**src/rtl/seq_mult_param_if.sv**
```systemverilog
// seq_mult_param_if: request/response bundle for the shared sequential multiplier.
// Signal names A, B, start, result, ready, busy and done match the multiplier's
// external port naming. dbg_state mirrors the multiplier FSM state for checkers.
//
// Handshake: a request is taken on a rising clk edge where start=1 and ready=1
// (A, B, signed_mode are sampled on that same edge). Nothing is queued; start
// seen with ready=0 is dropped. done is a one-cycle pulse that marks result as
// valid, and result then holds until the next accepted request.
interface seq_mult_param_if #(
  parameter int WIDTH = 24
);
  logic               start;
  logic               signed_mode;
  logic [WIDTH-1:0]   A;
  logic [WIDTH-1:0]   B;
  logic [2*WIDTH-1:0] result;
  logic               ready;
  logic               busy;
  logic               done;
  logic [1:0]         dbg_state;

  // Requesting side (datapath controller)
  modport master (
    output start, signed_mode, A, B,
    input  result, ready, busy, done, dbg_state
  );

  // Multiplier side
  modport slave (
    input  start, signed_mode, A, B,
    output result, ready, busy, done, dbg_state
  );
endinterface

```
**src/rtl/seq_mult_param.sv**
```systemverilog
// seq_mult_param: parametrised radix-2 shift-add multiplier, one operation at a time.
// Unsigned or two's-complement operands selected per operation by signed_mode.
// FSM: IDLE -> CALC (WIDTH steps) -> DONE (one cycle) -> IDLE.
// Optional build macro SEQ_MULT_ZERO_SKIP_EN: a zero operand jumps straight from
// IDLE to DONE with result 0; without it zero operands take the full path.
// Reset is synchronous, active-high, and discards any in-flight operation.
module seq_mult_param #(
  parameter  int WIDTH = 24,
  localparam int CNT_W = $clog2(WIDTH + 1)
) (
  input logic            clk,
  input logic            rst,
  seq_mult_param_if.slave bus
);

  typedef enum logic [1:0] {
    S_IDLE = 2'd0,
    S_CALC = 2'd1,
    S_DONE = 2'd2
  } state_t;

  state_t             state_q, state_d;
  logic [WIDTH-1:0]   mcand_q, mcand_d;   // latched multiplicand
  logic [WIDTH-1:0]   hi_q, hi_d;         // upper half of the running partial product
  logic [WIDTH-1:0]   lo_q, lo_d;         // multiplier bits not yet consumed / low product bits
  logic               sgn_q, sgn_d;       // latched signed_mode
  logic [CNT_W-1:0]   cnt_q, cnt_d;       // completed step count
  logic [2*WIDTH-1:0] result_q, result_d; // visible product, only updated at completion

  // Step arithmetic, one bit wider than the operand so the carry (unsigned) or
  // the true sign (signed) of the partial sum survives into the shift.
  logic [WIDTH:0]     hi_ext;
  logic [WIDTH:0]     mc_ext;
  logic [WIDTH:0]     sum;
  logic               last_step;

  // Datapath for one radix-2 step: conditional add, or subtract on the final
  // signed step because the multiplier MSB carries negative weight.
  always_comb begin
    hi_ext    = sgn_q ? {hi_q[WIDTH-1], hi_q} : {1'b0, hi_q};
    mc_ext    = sgn_q ? {mcand_q[WIDTH-1], mcand_q} : {1'b0, mcand_q};
    last_step = (cnt_q == CNT_W'(WIDTH - 1));
    sum       = hi_ext;
    if (lo_q[0]) begin
      if (sgn_q && last_step) begin
        sum = hi_ext - mc_ext;
      end else begin
        sum = hi_ext + mc_ext;
      end
    end
  end

  // Next-state and handshake outputs.
  always_comb begin
    state_d  = state_q;
    mcand_d  = mcand_q;
    hi_d     = hi_q;
    lo_d     = lo_q;
    sgn_d    = sgn_q;
    cnt_d    = cnt_q;
    result_d = result_q;
    bus.ready = 1'b0;
    bus.busy  = 1'b0;
    bus.done  = 1'b0;

    case (state_q)
      S_IDLE: begin
        bus.ready = 1'b1;
        if (bus.start) begin
          mcand_d = bus.A;
          lo_d    = bus.B;
          sgn_d   = bus.signed_mode;
          hi_d    = '0;
          cnt_d   = '0;
          state_d = S_CALC;
`ifdef SEQ_MULT_ZERO_SKIP_EN
          // A zero operand makes the product known immediately.
          if ((bus.A == '0) || (bus.B == '0)) begin
            result_d = '0;
            state_d  = S_DONE;
          end
`endif
        end
      end

      S_CALC: begin
        bus.busy = 1'b1;
        // Shift the partial sum right by one; the bit falling out of hi
        // becomes a finished low product bit at the top of lo.
        hi_d  = sum[WIDTH:1];
        lo_d  = {sum[0], lo_q[WIDTH-1:1]};
        cnt_d = cnt_q + CNT_W'(1);
        if (last_step) begin
          result_d = {sum[WIDTH:1], sum[0], lo_q[WIDTH-1:1]};
          state_d  = S_DONE;
        end
      end

      S_DONE: begin
        bus.done = 1'b1;
        state_d  = S_IDLE;
      end

      default: begin
        state_d = S_IDLE;
      end
    endcase
  end

  // State register; reset overrides any request arriving on the same edge.
  always_ff @(posedge clk) begin
    if (rst) begin
      state_q  <= S_IDLE;
      mcand_q  <= '0;
      hi_q     <= '0;
      lo_q     <= '0;
      sgn_q    <= 1'b0;
      cnt_q    <= '0;
      result_q <= '0;
    end else begin
      state_q  <= state_d;
      mcand_q  <= mcand_d;
      hi_q     <= hi_d;
      lo_q     <= lo_d;
      sgn_q    <= sgn_d;
      cnt_q    <= cnt_d;
      result_q <= result_d;
    end
  end

  assign bus.result    = result_q;
  assign bus.dbg_state = state_q;

endmodule

```
**src/flat_wrapper.sv**
```systemverilog
// flat-port wrapper written by rule: the top's interface ports become plain ports
module seq_mult_param_flat 
#(
  parameter  int WIDTH = 24,
  localparam int CNT_W = $clog2(WIDTH + 1)
)
  (clk, rst, bus_start, bus_signed_mode, bus_A, bus_B, bus_result, bus_ready, bus_busy, bus_done, bus_dbg_state);
  seq_mult_param_if #(.WIDTH(WIDTH)) bus_i ();
  input logic clk;
  input logic rst;
  input wire logic [$bits(bus_i.start)-1:0] bus_start;
  input wire logic [$bits(bus_i.signed_mode)-1:0] bus_signed_mode;
  input wire logic [$bits(bus_i.A)-1:0] bus_A;
  input wire logic [$bits(bus_i.B)-1:0] bus_B;
  output wire logic [$bits(bus_i.result)-1:0] bus_result;
  output wire logic [$bits(bus_i.ready)-1:0] bus_ready;
  output wire logic [$bits(bus_i.busy)-1:0] bus_busy;
  output wire logic [$bits(bus_i.done)-1:0] bus_done;
  output wire logic [$bits(bus_i.dbg_state)-1:0] bus_dbg_state;
  assign bus_i.start = bus_start;
  assign bus_i.signed_mode = bus_signed_mode;
  assign bus_i.A = bus_A;
  assign bus_i.B = bus_B;
  assign bus_result = bus_i.result;
  assign bus_ready = bus_i.ready;
  assign bus_busy = bus_i.busy;
  assign bus_done = bus_i.done;
  assign bus_dbg_state = bus_i.dbg_state;
  seq_mult_param #(.WIDTH(WIDTH)) u_core (.clk(clk), .rst(rst), .bus(bus_i));
endmodule
```
**config.mk**
```make
export PLATFORM = sky130hd
export DESIGN_NAME = seq_mult_param_flat
export DESIGN_NICKNAME = d
export VERILOG_FILES = /design/src/rtl/seq_mult_param_if.sv /design/src/rtl/seq_mult_param.sv /design/src/flat_wrapper.sv
export SDC_FILE = /design/constraint.sdc
export NUM_CORES = 1
export LEC_CHECK = 0
export ABC_CLOCK_PERIOD_IN_PS = 3900
export CORE_MARGIN = 2
export CORE_UTILIZATION = 38
export CTS_CLUSTER_DIAMETER = 120
export DETAILED_ROUTE_END_ITERATION = 16
export PLACE_DENSITY_LB_ADDON = 0.2
export SYNTH_ARGS = -nofsm -noshare
export SYNTH_HDL_FRONTEND = slang
export SYNTH_SLANG_ARGS = --single-unit
export TNS_END_PERCENT = 30
```
**constraint.sdc**
```tcl
create_clock -name clk -period 3.9 [get_ports clk]
set_clock_uncertainty 0.05 [all_clocks]
set_input_delay 0.39 -clock clk [delete_from_list [all_inputs] [get_ports clk]]
set_output_delay 0.39 -clock clk [all_outputs]
set_load 0.01 [all_outputs]
```
==> results.md <==
- Status: completed
- DR iter-0 viols: 344
- Post-Synth XOR/XNOR Area: 0.0505
- DP Area: 8220 um^2
- Root Buffer: clkbuf_16
- Final Cell Area: 8950 um^2
- CTS Buf Count: 17
- Post-synth EDFFs: 0
- Sequential power share: 0.363
- Async set-reset flop share out of synthesis: 0
- Clock Sinks: 128
- Avg WL per Cell: 16.0 um
- Starting Density: 0.390
- Die Wd: 137 um
- Gate power share: 0.206
- Die Footprint: 18800 um^2
- Crit path DAT: 3.97 ns
- Slew HR: 0.271
- Largest net degree at the start of global routing: 70
- Internal: 2.79 mW
- Synth Area in Compound Gates: 0.239
- CP endpoint kind: flip-flop
- Initial antenna violation count: 0
- Multiplexer share of the synthesized area: 0.0158
- Largest family of logic cells by synthesized area: compound AO/OA/AOI/OAI gates
- TritonCTS clock tree: done
- Synthesized area: 6740 um^2
- Dpl hpwl: 13.3 mm
- Worst path max stage delay: 0.37 ns
- Drt first pass iters: 5
- Tightest Hold Check Type: reg2reg
- Final net count: 1076
- Clock latency at the later pin of the worst-skew pair: 0.42 ns
- IO Port Bufs: 104
- Post-Synth Adder-Cell Area: 0.0512
- Final setup violation count: 0
- Synth warn: 0
- Avg Cell Area, Syn: 7.66 um^2
- CTS Hold Bufs: 0
- GR Overflow Total: 0
- Clock share of power: 0.431
- Worst-path clk slew: 0.06 ns
- Ports: 105
- Syn Inst Count: 880
- Startpoint types: flip-flop
- Pre-CTS WS: 0.0623 ns
- Post-Synth Simple-Gate Area: 0.221
- Core area: 17300 um^2
- First-pass GRT wire length: 31.1 mm
- WS Path Type: reg2reg
- Hold slack: 0.401 ns
- Vert. Die Dim: 137 um
- Final GP Congestion: 0.918
- Total power: 3.91 mW
- Routed Antenna Nets: 0
- Commonest cells after routing, fill and taps aside: nand2_1, dfxtp_1, a21oi_1
- Drt total wl: 19.7 mm
- CP most frequent cell: a21o_1
- Clock buffer depth: 2
- Vias: 6533
- P&R area growth vs syn: 32.7%
- Unique masters post-synth: 63
- Max-cap violation count: 0
- VDD IR-drop max: 0.324 mV
- Worst Setup Slack, final: 0.160 ns
- PD cells: 437 nW/um^2
- Mapped Nets: 959
- FMAX: 267 MHz
- DR vias/cell: 5.30
- Top FF cell, synth: dfxtp_1
- Least-Margin Pin Slew: 1.09 ns
- Commonest non-fill, non-tap cell in the layout: nand2_1
- Worst path slowest cell: dfxtp_1
- Row count: 48
- Seq cells post-synth: 128
- Seq/Total Area, Yosys: 0.380
- GR Util All Layers: 0.211
- H-Tree Depth: 4
- Net Sw Frac: 0.286
- Final cycle utilization of the critical path: 0.959
- WP data required: 4.13 ns
- Psw: 1.12 mW
- Tmin final: 3.74 ns
- Layout cells sized above 1: 0.114
- Post-route DRC: 0
- Final hold vios: 0
- Vias in the first global route: 6071
- Leak: 3.36 nW
- Critical-path cell list: nor4_4, nor3b_4, and3_4, and2_4, a21oi_1, xnor2_1, ha_1, a21o_1, a21o_1, a21oi_4, o2111ai_1, o221ai_2, xor2_2, buf_4, a21o_1, a311oi_2
- Ant. Diodes: 0
- Crit Path Max Fanout: 5
- Max Slew Vio Count: 0
worst max-delay path: cells and delay by family, from the launching register on:
family / cells / cell delay, ns
simple gates: 4 / 1.05
compound gates: 8 / 1.23
fa+ha+maj: 1 / 0.29
buf+inv: 1 / 0.16
flops: 1 / 0.37
xor+xnor: 2 / 0.43
power by group through the flow:
stage / logic (mW) / clock network, mW / registers, mW
2_1_floorplan: 0.520 / 0 / 1.43
3_3_place_gp: 0.775 / 0 / 1.44
3_5_place_dp: 0.775 / 0 / 1.44
4_1_cts: 0.784 / 1.71 / 1.42
5_1_grt: 0.888 / 1.77 / 1.43
6_report: 0.803 / 1.68 / 1.42
kinds of logic (layout without fill, tap and decap cells):
kind of cell | after synthesis | in the layout
AO/OA/AOI/OAI | 261 | 261
XOR/XNOR | 38 | 38
adder cells (fa/ha/maj) | 27 | 27
buffers and inverters | 77 | 204
flip-flops | 128 | 128
multiplexers | 10 | 10
AND/OR/NAND/NOR | 339 | 339
cell type report:
| class | instances | area, um^2 |
|---|---|---|
| fillers | 1719 | 8350 |
| multi-input cells | 675 | 3990 |
| flip-flops and latches | 128 | 2560 |
| repair buffers | 156 | 1430 |
| clock buffers | 17 | 425 |
| well taps | 225 | 282 |
| clock inverters | 12 | 186 |
| inverters | 19 | 71.3 |
Yosys cell counts, types with 3 or more instances:
library cell,n,share of area
nand2_1,160,0.089
dfxtp_1,128,0.38
a21oi_1,118,0.088
nor2_1,84,0.047
clkbuf_1,49,0.027
o21ai_0,42,0.031
xnor2_1,27,0.035
ha_1,26,0.048
nand3_1,26,0.019
nor3_1,21,0.016
inv_1,19,0.011
a31oi_1,18,0.017
a21o_1,13,0.014
a211oi_1,11,0.012
a22oi_1,10,0.011
xor2_1,10,0.013
a311oi_1,9,0.012
nand2b_1,9,0.0083
buf_1,8,0.0045
mux2_2,5,0.0083
mux2i_1,5,0.0074
nand4_1,5,0.0046
nor4_1,5,0.0046
o211ai_1,5,0.0056
and2_1,4,0.0037
and3_1,4,0.0037
nor2b_1,4,0.0037
o21a_1,4,0.0045
o21bai_1,4,0.0045
o31a_1,4,0.0052
o31ai_1,4,0.0045
nand4b_1,3,0.0039
or3_1,3,0.0028
routing by layer:
layer,part of all wire,track usage
met3,0.042,0.0460
met4,0.016,0.0567
met1,0.47,0.273
met5,0,0
met2,0.47,0.355
state kept, by name, indices dropped and copies added (netlist names):
register and cells:
u_core.lo_q 24, u_core.bus.result 48, u_core.cnt_q 5, u_core.sgn_q 1, u_core.mcand_q 24, u_core.bus.dbg_state 2, u_core.hi_q 24
worst paths after layout:
path                   startpoint                     to  slack, ns  cells past startpoint
max             u_core.mcand_q[3]  u_core.bus.result[47]       0.16                     16
min          u_core.bus.result[8]   u_core.bus.result[8]       0.40                      2
max reg2reg     u_core.mcand_q[3]  u_core.bus.result[47]       0.16                     16
min reg2reg  u_core.bus.result[8]   u_core.bus.result[8]       0.40                      2
per-stage QoR:
stage | instances | setup TNS [ns] | utilization
after CTS | 1228 | 0 | 0.511
after global placement | 1199 | 0 | 0.475
final | 1232 | 0 | 0.517
after global routing | 1232 | -0.0321 | 0.517
after detailed placement | 1199 | 0 | 0.475
after floorplan | 880 | 0 | -
what timing repair did:
action / CTS / global route
endpoints found under the setup margin: 1 / 19
setup buffers: 0 / 4
gates resized for setup: 1 / 16
pin swaps: 0 / 6
(Power assumes the default switching activity.)
